--- config.mk ---
export PLATFORM = sky130hd
export DESIGN_NAME = issuediv_unit
export DESIGN_NICKNAME = d
export VERILOG_FILES = /design/src/rtl/issuediv_unit_pkg.sv /design/src/rtl/issuediv_unit_div_restoring_step.sv /design/src/rtl/issuediv_unit.sv
export SDC_FILE = /design/constraint.sdc
export NUM_CORES = 1
export LEC_CHECK = 0
export ABC_CLOCK_PERIOD_IN_PS = 7000
export CORE_UTILIZATION = 45
export DETAILED_ROUTE_END_ITERATION = 12
export HOLD_SLACK_MARGIN = 0.1
export PLACE_DENSITY = 0.64
export SLEW_MARGIN = 30
export SYNTH_ARGS = -nofsm -noshare
export SYNTH_HDL_FRONTEND = slang
export SYNTH_HIERARCHICAL = 1
export SYNTH_SLANG_ARGS = --single-unit
--- constraint.sdc ---
create_clock -name clk -period 7 [get_ports clk]
set_clock_uncertainty 0.15 [all_clocks]
set_input_delay 1.4 -clock clk [delete_from_list [all_inputs] [get_ports clk]]
set_output_delay 1.4 -clock clk [all_outputs]
set_load 0.02 [all_outputs]
--- src/rtl/issuediv_unit_pkg.sv ---
// Shared definitions for the divide execution unit: default widths,
// FSM state encoding and a counter-width helper.
// Optional build macro: ISSUEDIV_SIGNED_EN (two's-complement divide).
package issuediv_unit_pkg;

  localparam int unsigned W_DATA_DEF = 32;
  localparam int unsigned W_TAG_DEF  = 6;

  typedef enum logic [1:0] {
    IDLE   = 2'd0,
    CALC   = 2'd1,
    RESULT = 2'd2
  } div_state_t;

  // Width of an iteration counter that must reach w-1 (at least 1 bit).
  function automatic int unsigned cnt_width(input int unsigned w);
    return (w > 2) ? $clog2(w) : 1;
  endfunction

  localparam int unsigned CNT_W_DEF = cnt_width(W_DATA_DEF);

endpackage

--- src/rtl/issuediv_unit_div_restoring_step.sv ---
// One iteration of a radix-2 restoring divider: shift the next dividend bit
// into the partial remainder and subtract the divisor if it fits.
module div_restoring_step #(
  parameter int unsigned W = 32
) (
  input  logic [W-1:0] rem_in,
  input  logic         bit_in,
  input  logic [W-1:0] divisor,
  output logic [W-1:0] rem_out,
  output logic         q_bit
);

  logic [W:0]   shifted;
  logic [W-1:0] diff;
  logic         borrow;

  // Trial subtraction; the difference always fits in W bits when there is
  // no borrow because the incoming partial remainder is below the divisor.
  always_comb begin
    shifted = {rem_in, bit_in};
    borrow  = (shifted < {1'b0, divisor});
    diff    = shifted[W-1:0] - divisor;
    rem_out = borrow ? shifted[W-1:0] : diff;
    q_bit   = ~borrow;
  end

endmodule

--- src/rtl/issuediv_unit.sv ---
// Non-pipelined multi-cycle integer divide unit between the divide issue
// queue and CDB arbitration. One op in flight; result held until granted.
// Optional build macro: ISSUEDIV_SIGNED_EN (two's-complement operands).
module issuediv_unit
  import issuediv_unit_pkg::*;
#(
  parameter int unsigned W_DATA = W_DATA_DEF,
  parameter int unsigned W_TAG  = W_TAG_DEF
) (
  input  logic              clk,
  input  logic              reset,
  input  logic              issuediv_ready,
  input  logic [W_DATA-1:0] issuediv_rsdata,
  input  logic [W_DATA-1:0] issuediv_rtdata,
  input  logic [W_TAG-1:0]  issuediv_rdtag,
  output logic              issuediv_done,
  output logic              issuediv_busy,
  output logic              cdb_req,
  input  logic              cdb_grant,
  output logic [W_DATA-1:0] cdb_data,
  output logic [W_DATA-1:0] cdb_rem,
  output logic [W_TAG-1:0]  cdb_tag
);

  localparam int unsigned CW = cnt_width(W_DATA);
  localparam logic [CW-1:0] LAST = CW'(W_DATA - 1);

  div_state_t        state;
  logic [CW-1:0]     count;
  logic [W_DATA-1:0] dvd_q;
  logic [W_DATA-1:0] dvs_q;
  logic [W_DATA-1:0] rem_q;
  logic [W_TAG-1:0]  tag_q;

  logic [W_DATA-1:0] dvd_in;
  logic [W_DATA-1:0] dvs_in;
  logic [W_DATA-1:0] rem_nxt;
  logic              q_bit;
  logic [W_DATA-1:0] quo_nxt;
  logic [W_DATA-1:0] res_quo;
  logic [W_DATA-1:0] res_rem;

`ifdef ISSUEDIV_SIGNED_EN
  logic              neg_q;
  logic              neg_r;
  logic              dvz;
  logic [W_DATA-1:0] dvd_orig;
`endif

  div_restoring_step #(.W(W_DATA)) u_step (
    .rem_in  (rem_q),
    .bit_in  (dvd_q[W_DATA-1]),
    .divisor (dvs_q),
    .rem_out (rem_nxt),
    .q_bit   (q_bit)
  );

  assign issuediv_done = (state == IDLE) && issuediv_ready;
  assign issuediv_busy = (state != IDLE);

  // The dividend register doubles as the quotient register: dividend bits
  // leave at the MSB while quotient bits enter at the LSB.
  assign quo_nxt = {dvd_q[W_DATA-2:0], q_bit};

  // Operand conditioning at accept and result fix-up at RESULT load.
  always_comb begin
    dvd_in  = issuediv_rsdata;
    dvs_in  = issuediv_rtdata;
    res_quo = quo_nxt;
    res_rem = rem_nxt;
`ifdef ISSUEDIV_SIGNED_EN
    if (issuediv_rsdata[W_DATA-1]) dvd_in = -issuediv_rsdata;
    if (issuediv_rtdata[W_DATA-1]) dvs_in = -issuediv_rtdata;
    if (dvz) begin
      res_quo = '1;
      res_rem = dvd_orig;
    end else begin
      if (neg_q) res_quo = -quo_nxt;
      if (neg_r) res_rem = -rem_nxt;
    end
`endif
  end

  // Control FSM, iteration datapath and registered CDB outputs.
  always_ff @(posedge clk or negedge reset) begin
    if (!reset) begin
      state    <= IDLE;
      count    <= '0;
      dvd_q    <= '0;
      dvs_q    <= '0;
      rem_q    <= '0;
      tag_q    <= '0;
      cdb_req  <= 1'b0;
      cdb_data <= '0;
      cdb_rem  <= '0;
      cdb_tag  <= '0;
`ifdef ISSUEDIV_SIGNED_EN
      neg_q    <= 1'b0;
      neg_r    <= 1'b0;
      dvz      <= 1'b0;
      dvd_orig <= '0;
`endif
    end else begin
      case (state)
        IDLE: begin
          if (issuediv_ready) begin
            dvd_q <= dvd_in;
            dvs_q <= dvs_in;
            tag_q <= issuediv_rdtag;
            rem_q <= '0;
            count <= '0;
            state <= CALC;
`ifdef ISSUEDIV_SIGNED_EN
            neg_q    <= issuediv_rsdata[W_DATA-1] ^ issuediv_rtdata[W_DATA-1];
            neg_r    <= issuediv_rsdata[W_DATA-1];
            dvz      <= (issuediv_rtdata == '0);
            dvd_orig <= issuediv_rsdata;
`endif
          end
        end
        CALC: begin
          dvd_q <= quo_nxt;
          rem_q <= rem_nxt;
          count <= count + CW'(1);
          if (count == LAST) begin
            state    <= RESULT;
            cdb_req  <= 1'b1;
            cdb_data <= res_quo;
            cdb_rem  <= res_rem;
            cdb_tag  <= tag_q;
          end
        end
        RESULT: begin
          if (cdb_grant) begin
            state   <= IDLE;
            cdb_req <= 1'b0;
          end
        end
        default: state <= IDLE;
      endcase
    end
  end

endmodule

==> out/metrics.cfg, run 1 <==
[setup_path]
rrSetupSlack_ns = 3.49
r2r-start = rem_q[6]$_DFFE_PN0P_
crit_fanout = 31
worstSetupPathType = primary input to output port
cp-start-kind = primary input
worstPathRequired_ns = 5.45
crit_start = issuediv_ready
critical_path_arrival_ns = 3.51
r2r_cells = 10
crit_slowest_cell = clkdlybuf4s50_1
end_kind = output port
worstReg2RegEnd = cdb_rem[12]$_DFFE_PN0P_
crit_path_max_incr_delay_ns = 0.71
crit_chain = clkdlybuf4s50_1, and2b_4, and2b_4, clkdlybuf4s50_1

[yosys]
synth_top_family_by_area = compound AO/OA/AOI/OAI gates
synthXorXnorAreaFrac_pct = 1.99
yosysSeqAreaShare_pct = 46.5
ys_types = 71
yosys.area.top_type_share_pct = 46.5
syn-num-nets = 1040
synth.avg_cell_area_sq_um = 10.4
synth_compound_area_share_pct = 16.9
yosysMostFrequentCell = dfrtp_1
synth_fa_ha_area_share_pct = 4.60
synth_top_area_cell = dfrtp_1
synthArstFlopShare_pct = 100
ys_warn_count = 6
synth-simple-area-share_pct = 10.5
synthCells = 931
synth_edf_count = 0
synth_area_sq_mm = 0.00969
synthMuxAreaShare_pct = 14.4
synth_area_leaders = dfrtp_1 (46%), mux2_1 (8.0%), nand2_1 (5.7%)
synth-seq-cells = 180
ys_top_cells_by_count = dfrtp_1 (180), nand2_1 (148), o21ai_0 (105)
ys.flop_type = dfrtp_1

[place]
io_buffers = 146
gp_congestion = 0.880
dp.cells = 1308
post_dp_cell_area_sq_mm = 0.0113
dp_slack_ns = 1.91
dp_hpwl_um = 14900

[clocking]
cts_tree = built
cts_setup_buffers = 0
clock_latency_ns = 0.43
cts.repair.resized = 0
clock-sinks = 180
htreeDepth = 4
numCtsBuffers = 17
ctsHoldBuffers = 0
cts-root-buf = clkbuf_16
cts_buffer_depth = 2
cts.clk_slew.worst_paths_ns = 0.08

[routing]
drc = 0
firstDrtPassIters = 5
drt_iter0_drc = 299
routed_wl_um = 22200
num_vias = 7206
vias_per_cell = 5.37
routedWlPerCell_um = 16.6
route.antenna.remaining_nets = 0

[pwr]
ir_drop_v = 0.000247
p_per_area_mw_per_mm2 = 563
power_mw = 6.69
power_leakage_nw = 5.42

[timing]
rsz0062_at_grt = no
final.setup.worst_slack_ns = 1.94
fmax_mhz = 198
tns_ns = 0
whs_ns = 0.341
period_needed_ns = 5.06
tightest_slew_ns = 0.868
relSlewSlack_pct = 42.1
timing.final.hold_violations = 0
setup_viol = 0
post-route-period-util_pct = 72.3
slew_violations = 0

[die]
initial_core_util_pct = 45.9
fp.dieW_um = 149
coreArea_sq_mm = 0.0211
rows = 53
top_level_ports = 147
die_area_sq_mm = 0.0221
die_h_um = 149

[global_routing]
grt_max_degree = 73
grt_pass1_wl_um = 37100
grt_overflow = 0
grt_use_total_pct = 21.2
antenna_found_initial = 2
grt_pass1_vias = 7415

[hold_path]
hold_start = tag_q[5]$_DFFE_PN0P_
hold_path_class = flip-flop to flip-flop
whs_path_depth = 1
worst_hold_path.endpoint = cdb_tag[5]$_DFFE_PN0P_

[final_layout]
layout.nets = 1161
area_growth_pct = 22.7
post-route-util_pct = 56.4
final_area_sq_mm = 0.0119
drive_gt1_share_pct = 10.9
final_cell_count_no_fill = 1341

[flow_run]
maxCapViolCount = 0

[run_status]
status = completed

## sequential cells by signal (all words and copies together), names as in the netlist
register  count
cdb_data     32
cdb_rem      32
cdb_req       1
cdb_tag       6
count         5
dvd_q        32
dvs_q        32
rem_q        32
state         2
tag_q         6
## kinds of logic (layout without fill, tap and decap cells)
group | count (synthesis) | after routing
compound gates | 255 | 255
mux | 112 | 112
fa+ha+maj | 35 | 35
flops | 180 | 180
buf+inv | 98 | 232
other cells | 0 | 1
simple gates | 229 | 229
xor+xnor | 22 | 22
## layer usage
| metal | wire length [um] | share of wire [%] | global-route usage [%] |
|---|---|---|---|
| met5 | 11 | 0.049 | 0 |
| met4 | 193 | 0.87 | 5.62 |
| met3 | 1300 | 5.8 | 5.71 |
| met2 | 10300 | 46 | 34.2 |
| met1 | 10400 | 47 | 27.9 |
## worst max path at each step
stage	to	slack, ns	cells past startpoint
2_1_floorplan	issuediv_done	3.36	4
3_3_place_gp	issuediv_done	1.94	4
3_5_place_dp	issuediv_done	1.91	4
4_1_cts	issuediv_done	1.90	4
5_1_grt	issuediv_done	1.83	4
6_report	issuediv_done	1.94	4
## critical path, delay by kind of cell
kind	cells	cell delay [ns]
simple gates	2	0.77
buf+inv	2	1.33
## layout by cell type, fill, tap and decap left out, drive strengths merged, types with 3 or more instances in the layout
cell type / count
buf: 8
nand2: 149
and3: 6
o211ai: 4
a21o: 14
nand3: 8
dfrtp: 180
and4: 3
a21oi: 44
inv: 53
nor2: 29
nand4: 3
a22oi: 32
nand2b: 3
xor2: 9
o21ai: 108
o31ai: 6
a211oi: 5
a21boi: 3
or2: 4
nor3: 7
nor2b: 5
o21a: 5
clkinv: 5
clkinvlp: 3
ha: 34
a211o: 3
and2b: 7
a31oi: 9
clkdlybuf4s50: 145
clkbuf: 18
o21bai: 6
xnor2: 13
mux2: 112
## report_power, final
| group | leakage (nW) | internal, mW | switching [mW] |
|---|---|---|---|
| Combinational | 2.86 | 1.72 | 2.18 |
| Clock | 0.279 | 0.479 | 0.467 |
| Sequential | 2.28 | 1.53 | 0.319 |
## cell type report
type | count | area (sq um)
clock inverters | 15 | 164
fillers | 1903 | 9200
well taps | 275 | 344
inverters | 46 | 173
flip-flops and latches | 180 | 4500
clock buffers | 17 | 425
diodes | 1 | 2.50
multi-input cells | 653 | 4720
repair buffers | 154 | 1550
(Power assumes the default switching activity.)
==> inputs of run 2 (changes only) <==
--- a/config.mk
+++ b/config.mk
@@ -5,11 +5,11 @@
 export SDC_FILE = /design/constraint.sdc
 export NUM_CORES = 1
 export LEC_CHECK = 0
-export ABC_CLOCK_PERIOD_IN_PS = 7000
+export ABC_CLOCK_PERIOD_IN_PS = 4300
 export CORE_UTILIZATION = 45
 export DETAILED_ROUTE_END_ITERATION = 12
 export HOLD_SLACK_MARGIN = 0.1
-export PLACE_DENSITY = 0.64
+export PLACE_DENSITY = 0.67
 export SLEW_MARGIN = 30
 export SYNTH_ARGS = -nofsm -noshare
 export SYNTH_HDL_FRONTEND = slang
==> constraint.sdc (replaced) <==
create_clock -name clk -period 4.3 [get_ports clk]
set_clock_uncertainty 0.15 [all_clocks]
set_input_delay 0.86 -clock clk [delete_from_list [all_inputs] [get_ports clk]]
set_output_delay 0.86 -clock clk [all_outputs]
set_load 0.02 [all_outputs]
==> run 2 against run 1 <==
Register-to-register slack got worse by 2.5 ns. Die area unchanged. Non-clock buffer count increased by 7. Highest routed layer is now met4. Worst hold slack got worse by 0.0053 ns. Global-route usage increased by 0.57 points. Clock power increased by 69%. Final area increased by 0.32%. Sequential share of layout area decreased by 0.12 points. Largest cell class unchanged. Core utilization increased by 0.18 points. Sequential cell count unchanged. Via count increased by 2.0%.
==> out/metrics.cfg, run 2 (synthesized netlist as in run 1, its figures left out) <==
[global_routing]
antenna_found_initial = 0  ; -2
grt_pass1_wl_um = 38300  ; +3.3%
grt_max_degree = 91  ; +25%
grt_overflow = 0  ; unchanged
grt_use_total_pct = 21.7  ; +0.57 points
grt_pass1_vias = 7676  ; +3.5%

[final_layout]
final_cell_mix = dfrtp_1 (180), nand2_1 (148), clkdlybuf4s50_1 (145), o21ai_0 (105), mux2_1 (69)
post-route-util_pct = 56.5  ; +0.18 points
diodes = 0  ; -1
drive_gt1_share_pct = 11.4  ; +0.49 points
final_cell_count_no_fill = 1347  ; +0.45%
layout.nets = 1168  ; +0.60%
area_growth_pct = 23.1
final_area_sq_mm = 0.0119  ; +0.32%
final_common_cell = dfrtp_1

[pwr]
p_per_area_mw_per_mm2 = 921  ; +64%
ir_drop_v = 0.000393  ; +59%
power_mw = 11.0  ; +64%
power_leakage_nw = 5.47  ; +0.85%

[timing]
rsz0062_at_grt = no
final.setup.worst_slack_ns = 0.687  ; -1.25 ns
setup_viol = 0  ; unchanged
tightest_slew_ns = 0.760  ; -0.109 ns
tns_ns = 0  ; unchanged
post-route-period-util_pct = 84.0
whs_ns = 0.335  ; -0.00532 ns
slew_violations = 0  ; unchanged
relSlewSlack_pct = 49.4  ; +7.2 points
period_needed_ns = 3.61
timing.final.hold_violations = 0  ; unchanged
fmax_mhz = 277

[die]
die_h_um = 149  ; unchanged
initial_core_util_pct = 45.9  ; unchanged
coreArea_sq_mm = 0.0211  ; unchanged
top_level_ports = 147  ; unchanged
rows = 53  ; unchanged
die_area_sq_mm = 0.0221  ; unchanged
fp.dieW_um = 149  ; unchanged

[routing]
vias_per_cell = 5.45  ; +1.5%
drt_iter0_drc = 416  ; +39%
routed_wl_um = 22500  ; +1.3%
route.antenna.remaining_nets = 0  ; unchanged
wl_met2_um = 10500  ; +1.5%
drc = 0  ; unchanged
num_vias = 7347  ; +2.0%
wl_met3_um = 1310  ; +1.2%
firstDrtPassIters = 5  ; unchanged
routedWlPerCell_um = 16.7  ; +0.89%
wirelength_met1_um = 10500  ; +1.1%
highest_layer = met4

[clocking]
cts_tree = built
clock_latency_ns = 0.44  ; about the same
ctsHoldBuffers = 0  ; unchanged
cts-root-buf = clkbuf_16
htreeDepth = 4  ; unchanged
cts_setup_buffers = 0  ; unchanged
cts.clk_slew.worst_paths_ns = 0.07  ; about the same
cts.repair.resized = 0  ; unchanged
cts_buffer_depth = 2  ; unchanged
clock-sinks = 180  ; unchanged
numCtsBuffers = 17  ; unchanged

[place]
dp_slack_ns = 0.703  ; -1.21 ns
gp_congestion = 0.855  ; -2.8%
post_dp_cell_area_sq_mm = 0.0113  ; +0.26%
dp_hpwl_um = 15300  ; +2.6%
dp.cells = 1315  ; +0.54%
io_buffers = 146  ; unchanged

[setup_path]
critical_path_arrival_ns = 2.60  ; -0.91 ns
crit_chain = clkdlybuf4s50_1, and2b_4, and2b_4, clkdlybuf4s50_1
crit_fanout = 9  ; -71%
crit_slowest_cell = clkdlybuf4s50_1
crit_path_max_incr_delay_ns = 0.64  ; -0.07 ns
worstPathRequired_ns = 3.29  ; -2.16 ns
worstSetupPathType = primary input to output port
end_kind = output port
cp-start-kind = primary input

[hold_path]
hold_path_class = flip-flop to flip-flop

[flow_run]
maxCapViolCount = 0  ; unchanged

[run_status]
status = completed

## run 2: layout make-up
class	instances	area, sq um
Clock buffer	17	425
Clock inverter	15	179
Fill cell	1913	9160
Inverter	46	173
Multi-Input combinational cell	653	4710
Sequential cell	180	4500
Tap cell	275	344
Timing Repair Buffer	161	1590
## run 2: worst max-delay path: cells and delay by family
family	cells	cell delay (ns)
buffers and inverters	2	1.25
and+or+nand+nor	2	0.49
## run 2: final timing paths
path | endpoint | start | depth (start not counted) | slack [ns]
min in group asynchronous | rem_q[6]$_DFFE_PN0P_ | reset | 1 | 0.35
hold reg to reg | cdb_tag[1]$_DFFE_PN0P_ | tag_q[1]$_DFFE_PN0P_ | 1 | 0.34
setup / recovery | issuediv_done | issuediv_ready | 4 | 0.69
setup reg to reg | cdb_rem[12]$_DFFE_PN0P_ | rem_q[8]$_DFFE_PN0P_ | 10 | 1.01
hold / removal | cdb_tag[1]$_DFFE_PN0P_ | tag_q[1]$_DFFE_PN0P_ | 1 | 0.34
max in group asynchronous | count[4]$_DFFE_PN0P_ | reset | 2 | 2.83
## run 2: power by group
part | switching (mW) | internal (mW)
sequential | 0.510 | 2.50
combinational | 3.58 | 2.80
clock | 0.762 | 0.836
total | 4.86 | 6.13
## run 2: layer usage
layer | global-route usage, % | vias to the layer above
li1 | - | 3518
met1 | 28.3 | 3632
met2 | 35.4 | 174
met3 | 6.38 | 23
met4 | 5.31 | 0
met5 | 0 | -
==> inputs of run 3 (changes only) <==
--- a/config.mk
+++ b/config.mk
@@ -5,7 +5,7 @@
 export SDC_FILE = /design/constraint.sdc
 export NUM_CORES = 1
 export LEC_CHECK = 0
-export ABC_CLOCK_PERIOD_IN_PS = 4300
+export ABC_CLOCK_PERIOD_IN_PS = 3250
 export CORE_UTILIZATION = 45
 export DETAILED_ROUTE_END_ITERATION = 12
 export HOLD_SLACK_MARGIN = 0.1
==> constraint.sdc (replaced) <==
create_clock -name clk -period 3.25 [get_ports clk]
set_clock_uncertainty 0.15 [all_clocks]
set_input_delay 0.65 -clock clk [delete_from_list [all_inputs] [get_ports clk]]
set_output_delay 0.65 -clock clk [all_outputs]
set_load 0.02 [all_outputs]
==> run 3 against run 2 <==
Largest power group unchanged. Highest routed layer is now met5. Critical path depth grew 5. Routed wire length rose by 1.4%. Core utilization rose by 0.55 points.
==> out/metrics.cfg, run 3 (synthesized netlist as in run 1, its figures left out) <==
[global_routing]
grt_use_total_pct = 21.8  ; +0.099 points
antenna_found_initial = 1  ; +1
grt_pass1_wl_um = 37900  ; -0.99%
grt_pass1_vias = 7487  ; -2.5%
grt_max_degree = 74  ; -19%
grt_overflow = 0  ; unchanged

[place]
gp_congestion = 0.879  ; +2.8%
dp.cells = 1319  ; +0.30%
io_buffers = 146  ; unchanged
dp_hpwl_um = 15800  ; +2.8%

[hold_path]
hold_path_class = flip-flop to flip-flop

[run_status]
status = completed

[final_layout]
final_cell_mix = dfrtp_1 (180), nand2_1 (148), clkdlybuf4s50_1 (145), o21ai_0 (104), mux2_1 (69)
diodes = 0  ; unchanged
fillers = 1891  ; -1.2%
final_common_cell = dfrtp_1
layout.nets = 1174  ; +0.51%
area_growth_pct = 24.3
post-route-util_pct = 57.1  ; +0.55 points
final_cell_count_no_fill = 1353  ; +0.45%
drive_gt1_share_pct = 11.9  ; +0.49 points

[timing]
post-route-period-util_pct = 95.3
period_needed_ns = 3.10
slew_violations = 0  ; unchanged
rsz0062_at_grt = yes
fmax_mhz = 323
tightest_slew_ns = 0.780  ; +0.0206 ns
timing.final.hold_violations = 0  ; unchanged
setup_viol = 0  ; unchanged
relSlewSlack_pct = 48.0  ; -1.4 points

[flow_run]
maxCapViolCount = 0  ; unchanged

[clocking]
clock_latency_ns = 0.44  ; about the same
cts.clk_slew.worst_paths_ns = 0.08  ; about the same
cts_buffer_depth = 2  ; unchanged
cts-root-buf = clkbuf_16
cts_tree = built
clock-sinks = 180  ; unchanged
numCtsBuffers = 17  ; unchanged
htreeDepth = 4  ; unchanged

[routing]
wl_met3_um = 1290  ; -1.5%
drt_iter0_drc = 412  ; -0.96%
route.antenna.remaining_nets = 0  ; unchanged
routed_wl_um = 22900  ; +1.4%
vias_per_cell = 5.40  ; -0.94%
wl_met2_um = 10600  ; +1.4%
routedWlPerCell_um = 16.9  ; +0.97%
drc = 0  ; unchanged
num_vias = 7310  ; -0.50%
highest_layer = met5
wirelength_met1_um = 10400  ; -0.69%
firstDrtPassIters = 5  ; unchanged

[setup_path]
cp-start-kind = flip-flop
end_kind = flip-flop
crit_fanout = 15  ; +6
worstSetupPathType = flip-flop to flip-flop
worstPathRequired_ns = 3.42  ; +0.13 ns
critical_path_arrival_ns = 3.26  ; +0.66 ns

[die]
initial_core_util_pct = 45.9  ; unchanged
coreArea_sq_mm = 0.0211  ; unchanged
rows = 53  ; unchanged
die_area_sq_mm = 0.0221  ; unchanged
fp.dieW_um = 149  ; unchanged
die_h_um = 149  ; unchanged
top_level_ports = 147  ; unchanged

[pwr]
ir_drop_v = 0.000497  ; +26%
p_per_area_mw_per_mm2 = 1220  ; +32%
power_leakage_nw = 5.51  ; +0.78%

==> run 3: changes by cell type in the layout (fill, tap and decap cells not counted), sizes merged <==
cell and delta:
bufinv -1, buf +5, clkinv +1, dlygate4sd3 +1
==> run 3: cell type report <==
type / instances / area, sq um / area share [%]
Tap cell: 275 / 344 / 2.86
Clock buffer: 17 / 425 / 3.53
Inverter: 46 / 173 / 1.43
Multi-Input combinational cell: 653 / 4710 / 39.1
Clock inverter: 15 / 194 / 1.61
Sequential cell: 180 / 4500 / 37.4
Timing Repair Buffer: 167 / 1690 / 14.0
==> run 3: routing by layer <==
layer / vias to the layer above / global-route usage (%)
li1: 3549 / -
met1: 3559 / 28.0
met2: 167 / 35.2
met3: 33 / 6.35
met4: 2 / 7.22
met5: - / 0
==> run 3: where the power goes <==
| part | internal (mW) | leakage [nW] | switching, mW |
|---|---|---|---|
| sequential | 3.30 | 2.28 | 0.687 |
| clock | 1.06 | 0.300 | 1.06 |
| combinational | 3.80 | 2.93 | 4.74 |
==> run 3: worst paths after layout <==
check / start / endpoint / slack [ns] / depth (start not counted)
setup / recovery: rem_q[6]$_DFFE_PN0P_ / cdb_rem[12]$_DFFE_PN0P_ / 0.15 / 9
hold / removal: tag_q[1]$_DFFE_PN0P_ / cdb_tag[1]$_DFFE_PN0P_ / 0.34 / 1
setup reg to reg: rem_q[6]$_DFFE_PN0P_ / cdb_rem[12]$_DFFE_PN0P_ / 0.15 / 9
hold reg to reg: tag_q[1]$_DFFE_PN0P_ / cdb_tag[1]$_DFFE_PN0P_ / 0.34 / 1
max in group asynchronous: reset / cdb_data[0]$_DFFE_PN0P_ / 1.64 / 3
min in group asynchronous: reset / cdb_rem[9]$_DFFE_PN0P_ / 0.58 / 2
==> run 3: worst max-delay path, cell delays in order (launching register included) <==
cell	delay, ns
dfrtp_1	0.41
ha_1	0.40
nand2_1	0.14
o21ai_0	0.30
a21oi_2	0.16
a311oi_2	0.36
nor3_4	0.09
inv_2	0.29
mux2_2	0.39
mux2_1	0.28
==> run 3: metrics by stage <==
stage | hold WS [ns] | setup TNS [ns] | setup WS [ns] | power [mW] | instance area (sq um)
2_1_floorplan | 0.204 | 0 | 0.418 | 10.1 | 9690
3_3_place_gp | 0.312 | 0 | 0.217 | 12.4 | 11400
3_5_place_dp | 0.323 | 0 | 0.150 | 12.5 | 11400
5_1_grt | 0.355 | -0.0625 | -0.0369 | 15.9 | 12000
4_1_cts | 0.341 | 0 | 0.131 | 14.7 | 12000
6_report | 0.339 | 0 | 0.154 | 14.6 | 12000
==> run 3: what timing repair did <==
item / CTS / global route
endpoints found under the hold margin: 51 / 0
setup endpoints to repair: 0 / 7
buffers inserted: 0 / 1
gates resized for setup: 0 / 2
hold buffers: 1 / 0
